File: src/rtl/hm_irq.sv
// Hardware-monitor status/interrupt collector: W1C pending flags, interrupt mask,
// BAR-number FIFO and link-transition counter behind the CSR bus.
module hm_irq #(
  parameter logic [3:0] CSR_ADDR        = 4'h0,
  parameter int         FIFO_DEPTH_LOG2 = 2
) (
  input  logic        sys_clk,
  input  logic        sys_rst_n,
  input  logic [13:0] csr_a,
  input  logic        csr_we,
  input  logic [31:0] csr_di,
  output logic [31:0] csr_do,
  output logic        irq,
  input  logic        ev_rx_timeout,
  input  logic        ev_tx_timeout,
  input  logic        ev_wr_timeout,
  input  logic        ev_hm_end,
  input  logic        ev_write_bar,
  input  logic        ev_read_exp,
  input  logic        lnk_up_n,
  input  logic [4:0]  write_bar_number
);

  localparam int DEPTH = 1 << FIFO_DEPTH_LOG2;
  localparam int CW    = FIFO_DEPTH_LOG2 + 1;

  logic [7:0]    status_q, status_d;
  logic [7:0]    mask_q, mask_d;
  logic [31:0]   csr_do_q, csr_do_d;
  logic          irq_q, irq_d;
  logic          lnk_r_q, lnk_r_d;
  logic [15:0]   lnk_cnt_q, lnk_cnt_d;
  logic [CW-1:0] wr_ptr_q, wr_ptr_d;
  logic [CW-1:0] rd_ptr_q, rd_ptr_d;
  logic [4:0]    fifo_q [DEPTH];

  logic          sel;
  logic [2:0]    idx;
  logic [CW-1:0] count;
  logic          empty, full;
  logic          do_push, do_pop, overflow, link_edge;
  logic [7:0]    set_vec, w1c_vec;
  logic [4:0]    head;
  logic          unused_bits;

  assign unused_bits = ^{csr_a[9:3], csr_di[31:8]};

  assign sel   = (csr_a[13:10] == CSR_ADDR);
  assign idx   = csr_a[2:0];
  assign count = wr_ptr_q - rd_ptr_q;
  assign empty = (count == '0);
  assign full  = (count == CW'(DEPTH));
  assign head  = empty ? 5'd0 : fifo_q[rd_ptr_q[FIFO_DEPTH_LOG2-1:0]];

  // A pop frees a slot in the same cycle, so a push onto a full FIFO only overflows without one.
  always_comb begin
    do_pop    = sel && csr_we && (idx == 3'd3) && !empty;
    do_push   = ev_write_bar && (!full || do_pop);
    overflow  = ev_write_bar && full && !do_pop;
    link_edge = (lnk_r_q != lnk_up_n);
    set_vec   = {overflow, link_edge, ev_read_exp, ev_write_bar,
                 ev_hm_end, ev_wr_timeout, ev_tx_timeout, ev_rx_timeout};
    w1c_vec   = (sel && csr_we && (idx == 3'd0)) ? csr_di[7:0] : 8'd0;
  end

  always_comb begin
    status_d  = (status_q & ~w1c_vec) | set_vec;
    mask_d    = mask_q;
    wr_ptr_d  = wr_ptr_q;
    rd_ptr_d  = rd_ptr_q;
    lnk_r_d   = lnk_up_n;
    lnk_cnt_d = lnk_cnt_q;
    irq_d     = |(status_q & mask_q);
    csr_do_d  = 32'd0;
    if (sel && csr_we && (idx == 3'd1)) mask_d = csr_di[7:0];
    if (do_push) wr_ptr_d = wr_ptr_q + CW'(1);
    if (do_pop)  rd_ptr_d = rd_ptr_q + CW'(1);
    if (link_edge && (lnk_cnt_q != 16'hFFFF)) lnk_cnt_d = lnk_cnt_q + 16'd1;
    if (sel) begin
      case (idx)
        3'd0: csr_do_d[7:0] = status_q;
        3'd1: csr_do_d[7:0] = mask_q;
        3'd2: begin
          csr_do_d[4:0]     = head;
          csr_do_d[16 +: CW] = count;
          csr_do_d[31]      = empty;
        end
        3'd4: begin
          csr_do_d[0]     = lnk_r_q;
          csr_do_d[31:16] = lnk_cnt_q;
        end
        default: csr_do_d = 32'd0;
      endcase
    end
  end

  always_ff @(posedge sys_clk or negedge sys_rst_n) begin
    if (!sys_rst_n) begin
      status_q  <= 8'd0;
      mask_q    <= 8'd0;
      csr_do_q  <= 32'd0;
      irq_q     <= 1'b0;
      lnk_r_q   <= 1'b1;
      lnk_cnt_q <= 16'd0;
      wr_ptr_q  <= '0;
      rd_ptr_q  <= '0;
    end else begin
      status_q  <= status_d;
      mask_q    <= mask_d;
      csr_do_q  <= csr_do_d;
      irq_q     <= irq_d;
      lnk_r_q   <= lnk_r_d;
      lnk_cnt_q <= lnk_cnt_d;
      wr_ptr_q  <= wr_ptr_d;
      rd_ptr_q  <= rd_ptr_d;
    end
  end

  // Storage needs no reset: the pointers alone decide what is valid.
  always_ff @(posedge sys_clk) begin
    if (do_push) fifo_q[wr_ptr_q[FIFO_DEPTH_LOG2-1:0]] <= write_bar_number;
  end

  assign csr_do = csr_do_q;
  assign irq    = irq_q;

endmodule

File: config.mk
export PLATFORM = sky130hd
export DESIGN_NAME = hm_irq
export DESIGN_NICKNAME = d
export VERILOG_FILES = /design/src/rtl/hm_irq.sv
export SDC_FILE = /design/constraint.sdc
export NUM_CORES = 1
export LEC_CHECK = 0
export BUFFER_PORTS_ARGS = -buffer_cell sky130_fd_sc_hd__buf_2
export CORE_ASPECT_RATIO = 0.5
export CORE_MARGIN = 8
export CORE_UTILIZATION = 43
export CTS_CLUSTER_SIZE = 10
export DETAILED_ROUTE_END_ITERATION = 6
export PLACE_DENSITY = 0.67
export SETUP_SLACK_MARGIN = 0.3
export SLEW_MARGIN = 5
export SYNTH_ARGS = -nofsm -noshare
export SYNTH_HDL_FRONTEND = slang
export SYNTH_SLANG_ARGS = --single-unit
File: constraint.sdc
create_clock -name sys_clk -period 2.6 [get_ports sys_clk]
set_input_delay 0.65 -clock sys_clk [delete_from_list [all_inputs] [get_ports sys_clk]]
set_output_delay 0.65 -clock sys_clk [all_outputs]
set_load 0.1 [all_outputs]
After elaboration in Yosys (flattened, before gate mapping). Memories as Yosys holds them, arrays and structs flattened. Cells that the tools add are included.

Register bits: 72. Bits in writable memories: 20. Input port bits: 61. Output and inout bits: 33. Logic and storage cells: 52. Memories kept: 1.

$add $sub $neg: 4. Equal/unequal tests: 7. Muxes and demuxes: 11. Bitwise logic cells: 4. Reduce and logical (&&, ||, !) cells: 17.

Memories: fifo_q (depth 4, bits a word 5, read ports 1, clocked after memory_dff 0, write ports 1, line 35) `logic [4:0] fifo_q [DEPTH];`.

Operators with widths (number): $mux 32 (1); $add 16x1->16 const B (1); $and 8x8->8 (2); $ne 16x16->1 const B (1); $mux 12 (1); $pmux 3 s2 (2); $pmux 4 s3 (1); $logic_and 1x1->1 (9); $mux 8 (1); $not 8->8 (1); $or 8x8->8 (1); $reduce_or 8->1 (1); $add 3x1->3 const B (2); $eq 3x2->1 const B (2); $eq 3x3->1 const B (2); $logic_not 3->1 (2); $mux 5 (1); $logic_not 4->1 (1); $pmux 1 s4 (1); $eq 3x1->1 const B (1); $logic_not 1->1 (3); $sub 3x3->3 (1); $mux 1 (2); $pmux 1 s2 (1); 2 further kinds (2).

Logic depth before layout (Yosys ltp).
Depth after elaboration: 8. Gate-level depth with buffers: 7. Depth with buffers taken out: 7.

Worst setup path after synthesis. OpenSTA, ideal clock, no wires.

Kind: input to register. Start: input port csr_a[11]. End: register csr_do_q[1], in the netlist csr_do[1]. Library setup time: 82 ps. Arrival: 2181 ps. Required time: 2518 ps. Path slack: 337 ps. Stages: 6. Buffers on the path: 2. Cell sequence: or4_4 buf_6 or2_0 buf_2 or3_4 o22ai_1.

Longest elaborated chain between the ends: 2.

RTL lines: from (decl) (line 9) `input logic [13:0] csr_a,`; $logic_not 4->1 (line 48) `assign sel = (csr_a[13:10] == CSR_ADDR);`; $mux 32 (line 79) `if (sel) begin`; via csr_do_d[1] (line 29) `logic [31:0] csr_do_q, csr_do_d;`; to (signal assigned) (line 110) `csr_do_q <= csr_do_d;`; to (decl) (line 29).

The timed path passes the listed nets, and every way through them passes these cells. A chain may end at the register's enable or synchronous reset.

Worst setup path after layout.
Start: register wr_ptr_q[0]. End: register rd_ptr_q[1].

Longest elaborated chain between the ends: 4.

RTL lines: from (decl) (line 33) `logic [CW-1:0] wr_ptr_q, wr_ptr_d;`; from (signal assigned) (line 114) `wr_ptr_q <= wr_ptr_d;`; $sub 3x3->3 (line 50) `assign count = wr_ptr_q - rd_ptr_q;`; $logic_not 3->1 (line 51) `assign empty = (count == '0);`; $logic_not 1->1 (line 57) `do_pop = sel && csr_we && (idx == 3'd3) && !empty;`; $logic_and 1x1->1 (line 57); to (signal assigned) (line 115) `rd_ptr_q <= rd_ptr_d;`; to (decl) (line 34) `logic [CW-1:0] rd_ptr_q, rd_ptr_d;`.

No other way between the ends.

==> impl.org <==
** Logic synthesis
- Post-synthesis cell type count :: 50
- Library cell occupying the most area in the post-synthesis netlist :: dfrtp_1
- Post-synthesis instance total :: about 280
- Top flip-flop cell by instance count after synthesis :: dfrtp_1
- After Yosys synthesis, full adders, half adders and majority gates account for approximately 3% of the synthesized area.
- Mean Syn Cell Area :: roughly 13 µm²
- Area fraction in compound gates after synthesis :: approximately 5.9%
- Post-Synth XOR/XNOR Area :: approximately 4.2%
- Yosys instantiated no cell more often than dfrtp_1.
- Dominant cells by area after synthesis :: dfrtp_1, edfxtp_1, mux2_2, mux4_2, and2_1
- In this run the cell area of the synthesized design comes to between 3000 and 4000 µm².
- Multiplexer fraction of the synthesized cell area :: about 9.3%
- YS warnings :: 0
- Post-synth ARST share :: about 76%
- Counting flops and latches in the post-synthesis netlist gives 84.
- Yosys mapped a number of flops with a built-in enable equal to 20.
- Main combinational cell family by area after synthesis :: simple AND/OR/NAND/NOR gates
- Of the post-synthesis cell area, the dominant cell type holds around 43%.
- Of the synthesized area, sequential elements account for between 60% and 70%.
- Simple-gate area share of the yosys netlist :: between 10% and 20%
- Most numerous cell types in the synthesized netlist :: dfrtp_1, edfxtp_1, nor2_1, nand2_1, and2_1

** Timing
- Measured against its own limit, the worst slew margin works out to a little over half.
- For the pin with the worst max-slew slack, the measured transition is 0.6917 ns.
- The count of endpoints failing hold in the final timing report was 0.
- Setup repair after global routing left no endpoint under its margin.
- For this run, the top clock speed supported by timing is about 450 MHz.
- The final-report max-slew violation count was 0.
- Setup violations remaining at the end of the flow were counted as 0.
- Final total negative setup slack :: 0 ns
- Clock skew on the completed layout was measured at around 0.0071 ns.
- Final worst path period need :: 2.198 ns
- Dividing the final minimum period by the clock period gives 84.53%.

** Final layout
- The post-route netlist has 31.05% of its cells at a drive strength greater than 1.
- Final std cell area, no fill :: around 4400 µm²
- Cell Count, Final, Fillers Out :: 463
- Share of the core filled with cells in the final layout :: a little over half
- Synth-to-Final Area Change :: 20.04%
- Nets@finish :: around 420
- Count of antenna diodes in the layout :: 0
- The filler cells instantiated in the layout total approximately 700.

** Power
- In this run the static leakage power is roughly 2.0 nW.
- Overall power consumption :: ~3.7 mW
- Peak supply drop :: between 300 and 400 µV
- In this run the power density over the cells is 831.5 nW/µm².

** GRT
- Wire length of the first global-routing pass :: roughly 12000 µm
- Across every metal layer, demand over resource in global routing totals a little over an eighth.
- Global routing met2 resource utilization :: 23.94%
- Leftover overflow at the end of global routing :: 0
- The via count of the first global-routing pass came to 2491.
- Maximum number of pins on one net before global-route repair :: 65
- In the global route stage, met3 resource usage came out at 4.878%.
- Initial antenna violation count :: 0
- met2 is the most crowded layer.
- Global-route met1 utilization :: 14.09%

** Drt
- In the routed design, unresolved DRC markers number 0.
- WL final :: between 7000 and 8000 µm
- Total iterations of the first detailed-routing run :: 4
- Count of vias placed by the detailed router :: 2356
- Iteration-0 DRC Markers :: 170
- Final routed wire length divided by cell count :: around 16 µm
- Post-detailed-route via-to-cell ratio :: 5.089
- Antenna violation net count after detailed routing :: 0

** CTS
- Insertion delay of the later-clocked pin in the worst-skew pair :: about 0.34 ns
- The root buffer cell chosen for the clock tree is clkbuf_16.
- After clock tree synthesis, the clock-pin slew on the worst setup and hold paths is about 0.060 ns.
- The H-tree generated during clock tree synthesis spans 3 levels.
- Longest Clk Path Bufs :: 2
- After clock tree synthesis, the flow added hold-fix buffers numbering 0.
- For this design, the sink count on the clock tree is 84.
- CTS tree :: yes
- Number of buffers added by the clock tree synthesis step :: 9

** Die
- Area of the placeable core :: around 8000 µm²
- Die outline height :: 81.28 µm
- Std-Cell Rows :: 23
- DIE AREA :: about 12000 µm²
- Die X :: between 100 and 150 µm
- Io pins :: 94
- The initial utilization of the core area, before any placement, comes to 45.00%.

** Critical path
- STA classifies the critical path startpoint as a register.
- Nature of the critical path endpoint :: register
- Max Fanout on Critical Path :: 4
- At the worst endpoint, the arrival time is roughly 2.4 ns.
- Critical path required time :: between 2 and 3 ns
- The worst setup path is of the reg2reg kind.

** Placement
- After detailed placement, the design holds a cell count of ~450.
- Area post-placement :: 4060 µm²
- Input and output buffers added on the ports amount to 54.
- The HPWL after detailed placement is 5348 µm.
- Weighted congestion at the end of routability-driven global placement :: 0.7908

** Run
- Max Cap Viol :: 0

** Run status
- The flow ran to the end, and the final reports show no timing, DRC or antenna violations.

** Worst hold path
- Hold crit path type :: in2async
[worst max-delay path, cell delays in order (launching register included)]
cell and delay (ns):
dfrtp_1 0.42, inv_2 0.09, ha_1 0.22, fa_1 0.39
xor3_2 0.27, nor2_1 0.10, nor3_2 0.24, mux2_2 0.36
[cell usage in the layout, fill, tap and decap left out, types with 2 or more instances in the layout]
cell type | netlist | final
dfrtp_1 | 63 | 63
buf_2 | 1 | 54
edfxtp_1 | 20 | 20
nor2_1 | 17 | 17
nand2_1 | 16 | 16
and2_1 | 15 | 15
mux2_2 | 13 | 13
clkbuf_16 | 0 | 9
inv_1 | 9 | 8
mux2i_1 | 8 | 8
nand4_1 | 8 | 8
xnor2_1 | 8 | 8
nand3_1 | 8 | 8
conb_1 | 1 | 8
xor2_1 | 7 | 7
a21o_1 | 7 | 7
ha_1 | 7 | 7
a22oi_1 | 6 | 6
and3_1 | 10 | 6
buf_4 | 8 | 6
mux4_2 | 5 | 5
o22ai_1 | 5 | 5
a21oi_1 | 4 | 4
clkinv_4 | 0 | 4
nor3_2 | 2 | 3
and3_4 | 0 | 3
nand2b_1 | 2 | 2
nor3_1 | 3 | 2
o31ai_1 | 2 | 2
[logic make-up (layout without fill, tap and decap cells)]
| kind of cell | count (synthesis) | count (layout) |
|---|---|---|
| and+or+nand+nor | 92 | 92 |
| DFF | 84 | 84 |
| AOI/OAI and AO/OA | 31 | 31 |
| muxes | 26 | 26 |
| buffers and inverters | 25 | 86 |
| xor gates and xnor gates | 16 | 16 |
| adders and majority gates | 8 | 8 |
| other | 1 | 8 |
[through the flow]
stage	hold WS, ns	worst slack (ns)
after floorplan	0.3544	0.3369
after global placement	0.4650	0.1391
after detailed placement	0.4718	0.04113
after CTS	0.3292	0.2712
after global routing	0.3347	0.3149
final	0.3148	0.4021
[area by class of cell]
class | count | area (µm²) | area share, %
clock buffer | 9 | 225.2 | 5.119
clock inverter | 7 | 77.57 | 1.763
inverter | 9 | 33.78 | 0.7679
multi-input combinational | 181 | 1384 | 31.46
sequential | 84 | 2203 | 50.09
tap | 112 | 140.1 | 3.185
timing repair buffer | 61 | 335.3 | 7.622
[worst paths after layout]
path                        startpoint           to  slack, ns  depth (start not counted)
min                          sys_rst_n  status_q[1]       0.31                          2
min reg2reg                rd_ptr_q[2]  rd_ptr_q[2]       0.48                          1
max in group asynchronous    sys_rst_n      lnk_r_q       1.97                          2
min in group sys_clk          lnk_up_n      lnk_r_q       0.44                          1
max                        wr_ptr_q[0]  rd_ptr_q[1]       0.40                          7
max reg2reg                wr_ptr_q[0]  rd_ptr_q[1]       0.40                          7
[per-layer routing]
layer  vias up  routed length [µm]
met2        52                3885
li1       1118                   -
met5         -                   0
met1      1176                3096
met3        10                 384
met4         0                  88
[power breakdown]
part           internal (mW)  total [mW]  switching, mW
Clock                  0.747        1.26          0.510
Sequential              1.54        1.68          0.139
Combinational          0.283       0.724          0.440
[sequential cells by signal, indices dropped and copies added (netlist names)]
signal	count
csr_do	24
fifo_q	20
irq	1
lnk_cnt_q	16
lnk_r_q	1
mask_q	8
rd_ptr_q	3
status_q	8
wr_ptr_q	3
[what timing repair did]
action / CTS / global route
setup buffers: 0 / 1
endpoints found under the setup margin: 22 / 25
resized for setup: 5 / 6
pin swaps: 0 / 1
Power figures use the tool's default switching activity.
